[src/rtl/snn_aer_pkg.sv]
// Shared types and helpers for the spike address-event receive path.
package snn_aer_pkg;

    localparam int DEF_N_NEURONS = 16;
    localparam int DEF_ADDR_W    = 4;
    localparam int DEF_CNT_W     = 8;

    typedef enum logic [0:0] {
        ACCUM   = 1'b0,
        PENDING = 1'b1
    } aer_state_e;

    // Saturating increment for a counter that is w bits wide.
    // Callers widen their counter to 32 bits and narrow the result back.
    function automatic logic [31:0] sat_inc(input logic [31:0] v, input int unsigned w);
        logic [31:0] max_v;
        max_v = (w >= 32) ? 32'hFFFF_FFFF : ((32'd1 << w) - 32'd1);
        return (v >= max_v) ? max_v : (v + 32'd1);
    endfunction

endpackage

[src/rtl/aer_spike_decoder_if.sv]
// Event input, timestep output slot and error flags of the AER decoder.
interface aer_spike_decoder_if
    import snn_aer_pkg::*;
#(
    parameter int N_NEURONS = DEF_N_NEURONS,
    parameter int ADDR_W    = DEF_ADDR_W,
    parameter int CNT_W     = DEF_CNT_W
);
    logic                 ev_valid;
    logic [ADDR_W-1:0]    ev_addr;
    logic                 ev_ready;
    logic                 tick;
    logic                 spk_valid;
    logic                 spk_ready;
    logic [N_NEURONS-1:0] spk_vec;
    logic [CNT_W-1:0]     spk_cnt;
    logic                 err_clr;
    logic                 err_overrun;
    logic                 err_addr;

    // Upstream encoder / control side.
    modport master (
        output ev_valid, ev_addr, tick, spk_ready, err_clr,
        input  ev_ready, spk_valid, spk_vec, spk_cnt, err_overrun, err_addr
    );

    // Decoder side.
    modport slave (
        input  ev_valid, ev_addr, tick, spk_ready, err_clr,
        output ev_ready, spk_valid, spk_vec, spk_cnt, err_overrun, err_addr
    );
endinterface

[src/rtl/spike_addr_decoder.sv]
// Combinational neuron index -> one-hot decoder with range flag.
module spike_addr_decoder #(
    parameter int N_NEURONS = 16,
    parameter int ADDR_W    = 4
) (
    input  logic [ADDR_W-1:0]    addr,
    output logic [N_NEURONS-1:0] onehot,
    output logic                 in_range
);

    // Out-of-range indices decode to all zeros.
    always_comb begin
        onehot   = '0;
        in_range = (32'(addr) < 32'(N_NEURONS));
        for (int i = 0; i < N_NEURONS; i++) begin
            if (32'(addr) == 32'(i)) onehot[i] = 1'b1;
        end
    end

endmodule

[src/rtl/aer_spike_decoder.sv]
// AER receive end: accumulates decoded spike events per timestep and hands the
// closed timestep to the downstream array through a one-entry valid/ready slot.
module aer_spike_decoder
    import snn_aer_pkg::*;
#(
    parameter int N_NEURONS = DEF_N_NEURONS,
    parameter int ADDR_W    = $clog2(N_NEURONS),
    parameter int CNT_W     = DEF_CNT_W
) (
    input logic                 clk,
    input logic                 rst,
    aer_spike_decoder_if.slave  bus
);

    aer_state_e           state, state_nx;
    logic                 live;
    logic [N_NEURONS-1:0] acc, acc_upd, dec_onehot;
    logic [CNT_W-1:0]     acc_cnt, cnt_upd;
    logic                 in_range;
    logic                 slot_valid;
    logic [N_NEURONS-1:0] slot_vec;
    logic [CNT_W-1:0]     slot_cnt;
    logic                 ev_ready, fire, slot_free, xfer;
    logic                 ovr_set, addr_set;
    logic                 err_ovr_q, err_addr_q;

    spike_addr_decoder #(
        .N_NEURONS (N_NEURONS),
        .ADDR_W    (ADDR_W)
    ) u_dec (
        .addr     (bus.ev_addr),
        .onehot   (dec_onehot),
        .in_range (in_range)
    );

    // An event in the same cycle as the closing tick is folded into acc_upd,
    // so it lands in the transferred timestep rather than the next one.
    assign fire      = bus.ev_valid & ev_ready;
    assign slot_free = ~slot_valid | bus.spk_ready;
    assign addr_set  = fire & ~in_range;
    assign acc_upd   = acc | ((fire && in_range) ? dec_onehot : '0);
    assign cnt_upd   = fire ? CNT_W'(sat_inc(32'(acc_cnt), CNT_W)) : acc_cnt;

    // Next state, backpressure and transfer strobe.
    always_comb begin
        state_nx = state;
        ev_ready = 1'b0;
        xfer     = 1'b0;
        ovr_set  = 1'b0;
        case (state)
            ACCUM: begin
                ev_ready = live;
                if (bus.tick) begin
                    if (slot_free) xfer     = 1'b1;
                    else           state_nx = PENDING;
                end
            end
            PENDING: begin
                // Accumulator is frozen; a further tick is dropped and flagged.
                ovr_set = bus.tick;
                if (slot_free) begin
                    xfer     = 1'b1;
                    state_nx = ACCUM;
                end
            end
            default: state_nx = ACCUM;
        endcase
    end

    // State register; live holds ev_ready low until the cycle after reset release.
    always_ff @(posedge clk or posedge rst) begin
        if (rst) begin
            state <= ACCUM;
            live  <= 1'b0;
        end else begin
            state <= state_nx;
            live  <= 1'b1;
        end
    end

    // Per-timestep accumulator; cleared when its contents move to the slot.
    always_ff @(posedge clk or posedge rst) begin
        if (rst) begin
            acc     <= '0;
            acc_cnt <= '0;
        end else if (xfer) begin
            acc     <= '0;
            acc_cnt <= '0;
        end else begin
            acc     <= acc_upd;
            acc_cnt <= cnt_upd;
        end
    end

    // Output slot: reload on transfer, otherwise hold until consumed.
    always_ff @(posedge clk or posedge rst) begin
        if (rst) begin
            slot_valid <= 1'b0;
            slot_vec   <= '0;
            slot_cnt   <= '0;
        end else if (xfer) begin
            slot_valid <= 1'b1;
            slot_vec   <= acc_upd;
            slot_cnt   <= cnt_upd;
        end else if (bus.spk_ready) begin
            slot_valid <= 1'b0;
        end
    end

    // Sticky error flags; a set in the same cycle beats a clear.
    always_ff @(posedge clk or posedge rst) begin
        if (rst) begin
            err_ovr_q  <= 1'b0;
            err_addr_q <= 1'b0;
        end else begin
            if (ovr_set)          err_ovr_q  <= 1'b1;
            else if (bus.err_clr) err_ovr_q  <= 1'b0;
            if (addr_set)         err_addr_q <= 1'b1;
            else if (bus.err_clr) err_addr_q <= 1'b0;
        end
    end

    assign bus.ev_ready    = ev_ready;
    assign bus.spk_valid   = slot_valid;
    assign bus.spk_vec     = slot_vec;
    assign bus.spk_cnt     = slot_cnt;
    assign bus.err_overrun = err_ovr_q;
    assign bus.err_addr    = err_addr_q;

endmodule

[src/flat_wrapper.sv]
// flat-port wrapper written by rule: the top's interface ports become plain ports
module aer_spike_decoder_flat import snn_aer_pkg::*;
#(
    parameter int N_NEURONS = DEF_N_NEURONS,
    parameter int ADDR_W    = $clog2(N_NEURONS),
    parameter int CNT_W     = DEF_CNT_W
)
  (clk, rst, bus_ev_valid, bus_ev_addr, bus_tick, bus_spk_ready, bus_err_clr, bus_ev_ready, bus_spk_valid, bus_spk_vec, bus_spk_cnt, bus_err_overrun, bus_err_addr);
  aer_spike_decoder_if #(.N_NEURONS(N_NEURONS), .ADDR_W(ADDR_W), .CNT_W(CNT_W)) bus_i ();
  input logic clk;
  input logic rst;
  input wire logic [$bits(bus_i.ev_valid)-1:0] bus_ev_valid;
  input wire logic [$bits(bus_i.ev_addr)-1:0] bus_ev_addr;
  input wire logic [$bits(bus_i.tick)-1:0] bus_tick;
  input wire logic [$bits(bus_i.spk_ready)-1:0] bus_spk_ready;
  input wire logic [$bits(bus_i.err_clr)-1:0] bus_err_clr;
  output wire logic [$bits(bus_i.ev_ready)-1:0] bus_ev_ready;
  output wire logic [$bits(bus_i.spk_valid)-1:0] bus_spk_valid;
  output wire logic [$bits(bus_i.spk_vec)-1:0] bus_spk_vec;
  output wire logic [$bits(bus_i.spk_cnt)-1:0] bus_spk_cnt;
  output wire logic [$bits(bus_i.err_overrun)-1:0] bus_err_overrun;
  output wire logic [$bits(bus_i.err_addr)-1:0] bus_err_addr;
  assign bus_i.ev_valid = bus_ev_valid;
  assign bus_i.ev_addr = bus_ev_addr;
  assign bus_i.tick = bus_tick;
  assign bus_i.spk_ready = bus_spk_ready;
  assign bus_i.err_clr = bus_err_clr;
  assign bus_ev_ready = bus_i.ev_ready;
  assign bus_spk_valid = bus_i.spk_valid;
  assign bus_spk_vec = bus_i.spk_vec;
  assign bus_spk_cnt = bus_i.spk_cnt;
  assign bus_err_overrun = bus_i.err_overrun;
  assign bus_err_addr = bus_i.err_addr;
  aer_spike_decoder #(.N_NEURONS(N_NEURONS), .ADDR_W(ADDR_W), .CNT_W(CNT_W)) u_core (.clk(clk), .rst(rst), .bus(bus_i));
endmodule
[config.mk]
export PLATFORM = sky130hd
export DESIGN_NAME = aer_spike_decoder_flat
export DESIGN_NICKNAME = d
export VERILOG_FILES = /design/src/rtl/snn_aer_pkg.sv /design/src/rtl/aer_spike_decoder_if.sv /design/src/rtl/spike_addr_decoder.sv /design/src/rtl/aer_spike_decoder.sv /design/src/flat_wrapper.sv
export SDC_FILE = /design/constraint.sdc
export NUM_CORES = 1
export LEC_CHECK = 0
export BUFFER_PORTS_ARGS = -buffer_cell sky130_fd_sc_hd__clkbuf_2
export CORE_MARGIN = 4
export CORE_UTILIZATION = 55
export DETAILED_ROUTE_END_ITERATION = 8
export PLACE_DENSITY_LB_ADDON = 0.05
export SLEW_MARGIN = 15
export SYNTH_ARGS = -nofsm -noshare
export SYNTH_HDL_FRONTEND = slang
export SYNTH_HIERARCHICAL = 1
export SYNTH_SLANG_ARGS = --single-unit
[constraint.sdc]
create_clock -name clk -period 3.84 [get_ports clk]
set_clock_uncertainty 0.15 [all_clocks]
set_input_delay 0 -clock clk [delete_from_list [all_inputs] [get_ports clk]]
set_output_delay 0 -clock clk [all_outputs]
set_load 0.005 [all_outputs]
==> results.py <==
metrics = {
    "worst_setup_path": {
        "cp-end-kind": "register",
        "path_max_fanout": 16,
        "path_class": "reg2reg",
        "required_ns": 3.91,
        "critPathArrivalTime_ns": 2.01,
        "worstSetupStartpointType": "register",
        "r2r_cells": 4,
    },
    "place": {
        "placed_cells": 292,
        "dp_hpwl_um": 2703,
        "io_buffer_count": 37,
        "gp_congestion": 0.7266,
        "place_ws_ns": 1.849,
    },
    "yosys": {
        "ys_top_cells_by_area": "dfrtp_1 (55%), nand2_1 (4.7%), nor2_1 (4.2%)",
        "synth_nets": 229,
        "async_reset_ff_share_pct": 100.0,
        "yosysUniqueCellTypes": 40,
        "ys_seq_area_share_pct": 55.32,
        "yosysWarnings": 6,
        "yosys.area_share.simple_pct": 23.33,
        "synth-xor-area-share_pct": 0.3653,
        "synth_edf_count": 0,
        "syn_area_sq_um": 2397,
        "synth_ff_type": "dfrtp_1",
        "ys_ff_latch": 53,
        "yosys.area_share.adder_pct": 0.5219,
        "syn_area_per_cell_sq_um": 11.00,
        "synth_top_area_share_pct": 55.32,
        "syn_inst": 218,
        "synth_mux_area_share_pct": 1.722,
        "synth_top_family_by_area": "simple AND/OR/NAND/NOR gates",
        "synth_area_leader_cell": "dfrtp_1",
        "synth_compound_area_share_pct": 13.31,
    },
    "timing": {
        "finalHoldViolations": 0,
        "fin_ws_ns": 1.900,
        "tns_ns": 0,
        "rsz0062_at_grt": "false",
        "period_share_pct": 50.51,
        "final-setup-viol-count": 0,
        "timing.final.crit_period_ns": 1.940,
        "tightest_slew_ns": 0.8635,
        "max_freq_mhz": 515.6,
        "drv_slew": 0,
        "slew_headroom_pct": 42.43,
    },
    "power_and_ir_drop": {
        "powerDensity_nw_per_um2": 372.0,
        "power_mw": 1.012,
        "peakVddDrop_v": 0.0002324,
        "p_leak_nw": 1.303,
    },
    "clock_tree": {
        "path_clk_slew_ns": 0.09,
        "cts_made_buffers": 5,
        "cts-root-buf": "clkbuf_8",
        "ctsResizeCount": 0,
        "cts_tree": "yes",
        "htreeDepth": 2,
        "clockBufferDepth": 2,
        "cts.sink_count": 53,
        "clk_latency_ns": 0.29,
    },
    "grt": {
        "busiest_layer": "met2",
        "grt_pass1_vias": 1699,
        "grt_overflow_total": 0,
        "grt.met2_usage_pct": 30.71,
        "met1_usage_pct": 21.27,
        "antenna_found_initial": 0,
        "grt_pass1_wl_um": 7417,
        "grt_start_max_net_pins": 54,
        "grtUsageMet3_pct": 3.919,
        "grt_util_all_layers_pct": 17.34,
    },
    "detailed_routing": {
        "drtIter0Drc": 97,
        "wl_um": 4202,
        "via_per_inst": 5.418,
        "drc": 0,
        "drtPass1Iterations": 2,
        "vias": 1647,
        "wl_per_cell_um": 13.82,
        "final_antenna_net_count": 0,
    },
    "cells_and_area": {
        "syn2layout_area_growth_pct": 13.52,
        "fin_util_pct": 66.13,
        "layout.nets": 265,
        "layout_commonest_cell": "dfrtp_1",
        "drive_above_1_share_pct": 33.07,
        "final_cell_mix": "dfrtp_1 (53), clkbuf_2 (37), nand2_1 (30)",
        "n_antenna_cell": 0,
        "fin_cells": 304,
        "fillCellCount": 355,
    },
    "flow_run": {
        "max_cap_viol_count": 0,
    },
    "die": {
        "die-area_sq_um": 5479,
        "ios": 38,
        "die_x_um": 74.02,
        "die_h_um": 74.02,
        "row_count": 23,
        "core_region_area_sq_um": 4115,
        "start_util_pct": 58.25,
    },
    "worst_hold_path": {
        "hp-class": "in2reg",
        "hold_path_depth": 5,
    },
    "run_status": {
        "status": "complete, no violations",
    },
}
## worst max-delay path, cell delays in order, from the launching register on
cell and delay [ns]:
dfrtp_1 0.46, nor2b_2 0.14, and3_1 0.73, a21oi_1 0.20, o21ai_0 0.18
## cells by family after synthesis
family          Yosys count
xor+xnor                  1
other cells               2
buf+inv                  19
simple gates             90
compound gates           48
mux                       4
fa+ha+maj                 1
flops                    53
## report_power, final
part           internal [mW]  switching (mW)  total (mW)  leakage, nW
Combinational         0.0420          0.0721       0.114        0.531
Sequential             0.575          0.0112       0.586        0.728
Clock                  0.143           0.169       0.312       0.0433
## through the flow
step | cell area (sq um) | hold slack [ns]
6_report | 2721 | 0.1163
3_5_place_dp | 2564 | 0.05876
4_1_cts | 2694 | 0.1101
5_1_grt | 2721 | 0.1685
3_3_place_gp | 2564 | 0.05449
2_1_floorplan | 2397 | -0.04276
## cell usage after synthesis, drive strengths merged (2+ instances only)
library cell	count
conb	2
a21oi	16
inv	4
and4bb	6
nor4	3
mux2i	3
o21ai	27
nor2b	2
nand2b	2
nor2	27
nand2	30
clkbuf	3
nor4b	4
and4b	5
nor3	4
nand3	3
buf	12
dfrtp	53
## final cells by class
cell class	instances	area, sq um	area share (%)
Inverter	4	15.01	0.5517
Clock buffer	6	82.58	3.034
Clock inverter	1	7.507	0.2759
Timing Repair Buffer	44	267.8	9.839
Tap cell	50	62.56	2.299
Multi-Input combinational cell	146	959.7	35.26
Sequential cell	53	1326	48.74
## metal layers
metal	part of all wire, %	routed length (um)
met1	46	1942
met2	50	2111
met3	3.1	130
met4	0.43	18
met5	0	0
## registers in the layout, summed over array words and instances (netlist names)
register	count
u_core/bus.spk_cnt	8
u_core/acc_cnt	8
u_core/bus.spk_valid	1
u_core/live	1
u_core/bus.err_addr	1
u_core/acc	16
u_core/state	1
u_core/bus.spk_vec	16
u_core/bus.err_overrun	1
## what timing repair did
item                                   in CTS  in global routing
hold buffers                                4                  0
endpoints found under the hold margin      57                  0
setup buffers                               0                  0
## worst paths after layout
check / start / to / slack, ns
setup / recovery: u_core/state / u_core/bus.spk_vec[0] / 1.90
min in group asynchronous: rst / u_core/bus.spk_cnt[0] / 0.27
hold / removal: bus_ev_valid / u_core/acc_cnt[0] / 0.12
max in group asynchronous: rst / u_core/bus.spk_vec[15] / 2.83
setup reg to reg: u_core/state / u_core/bus.spk_vec[0] / 1.90
hold reg to reg: u_core/bus.spk_cnt[6] / u_core/bus.spk_cnt[6] / 0.33
(Power assumes the default switching activity.)
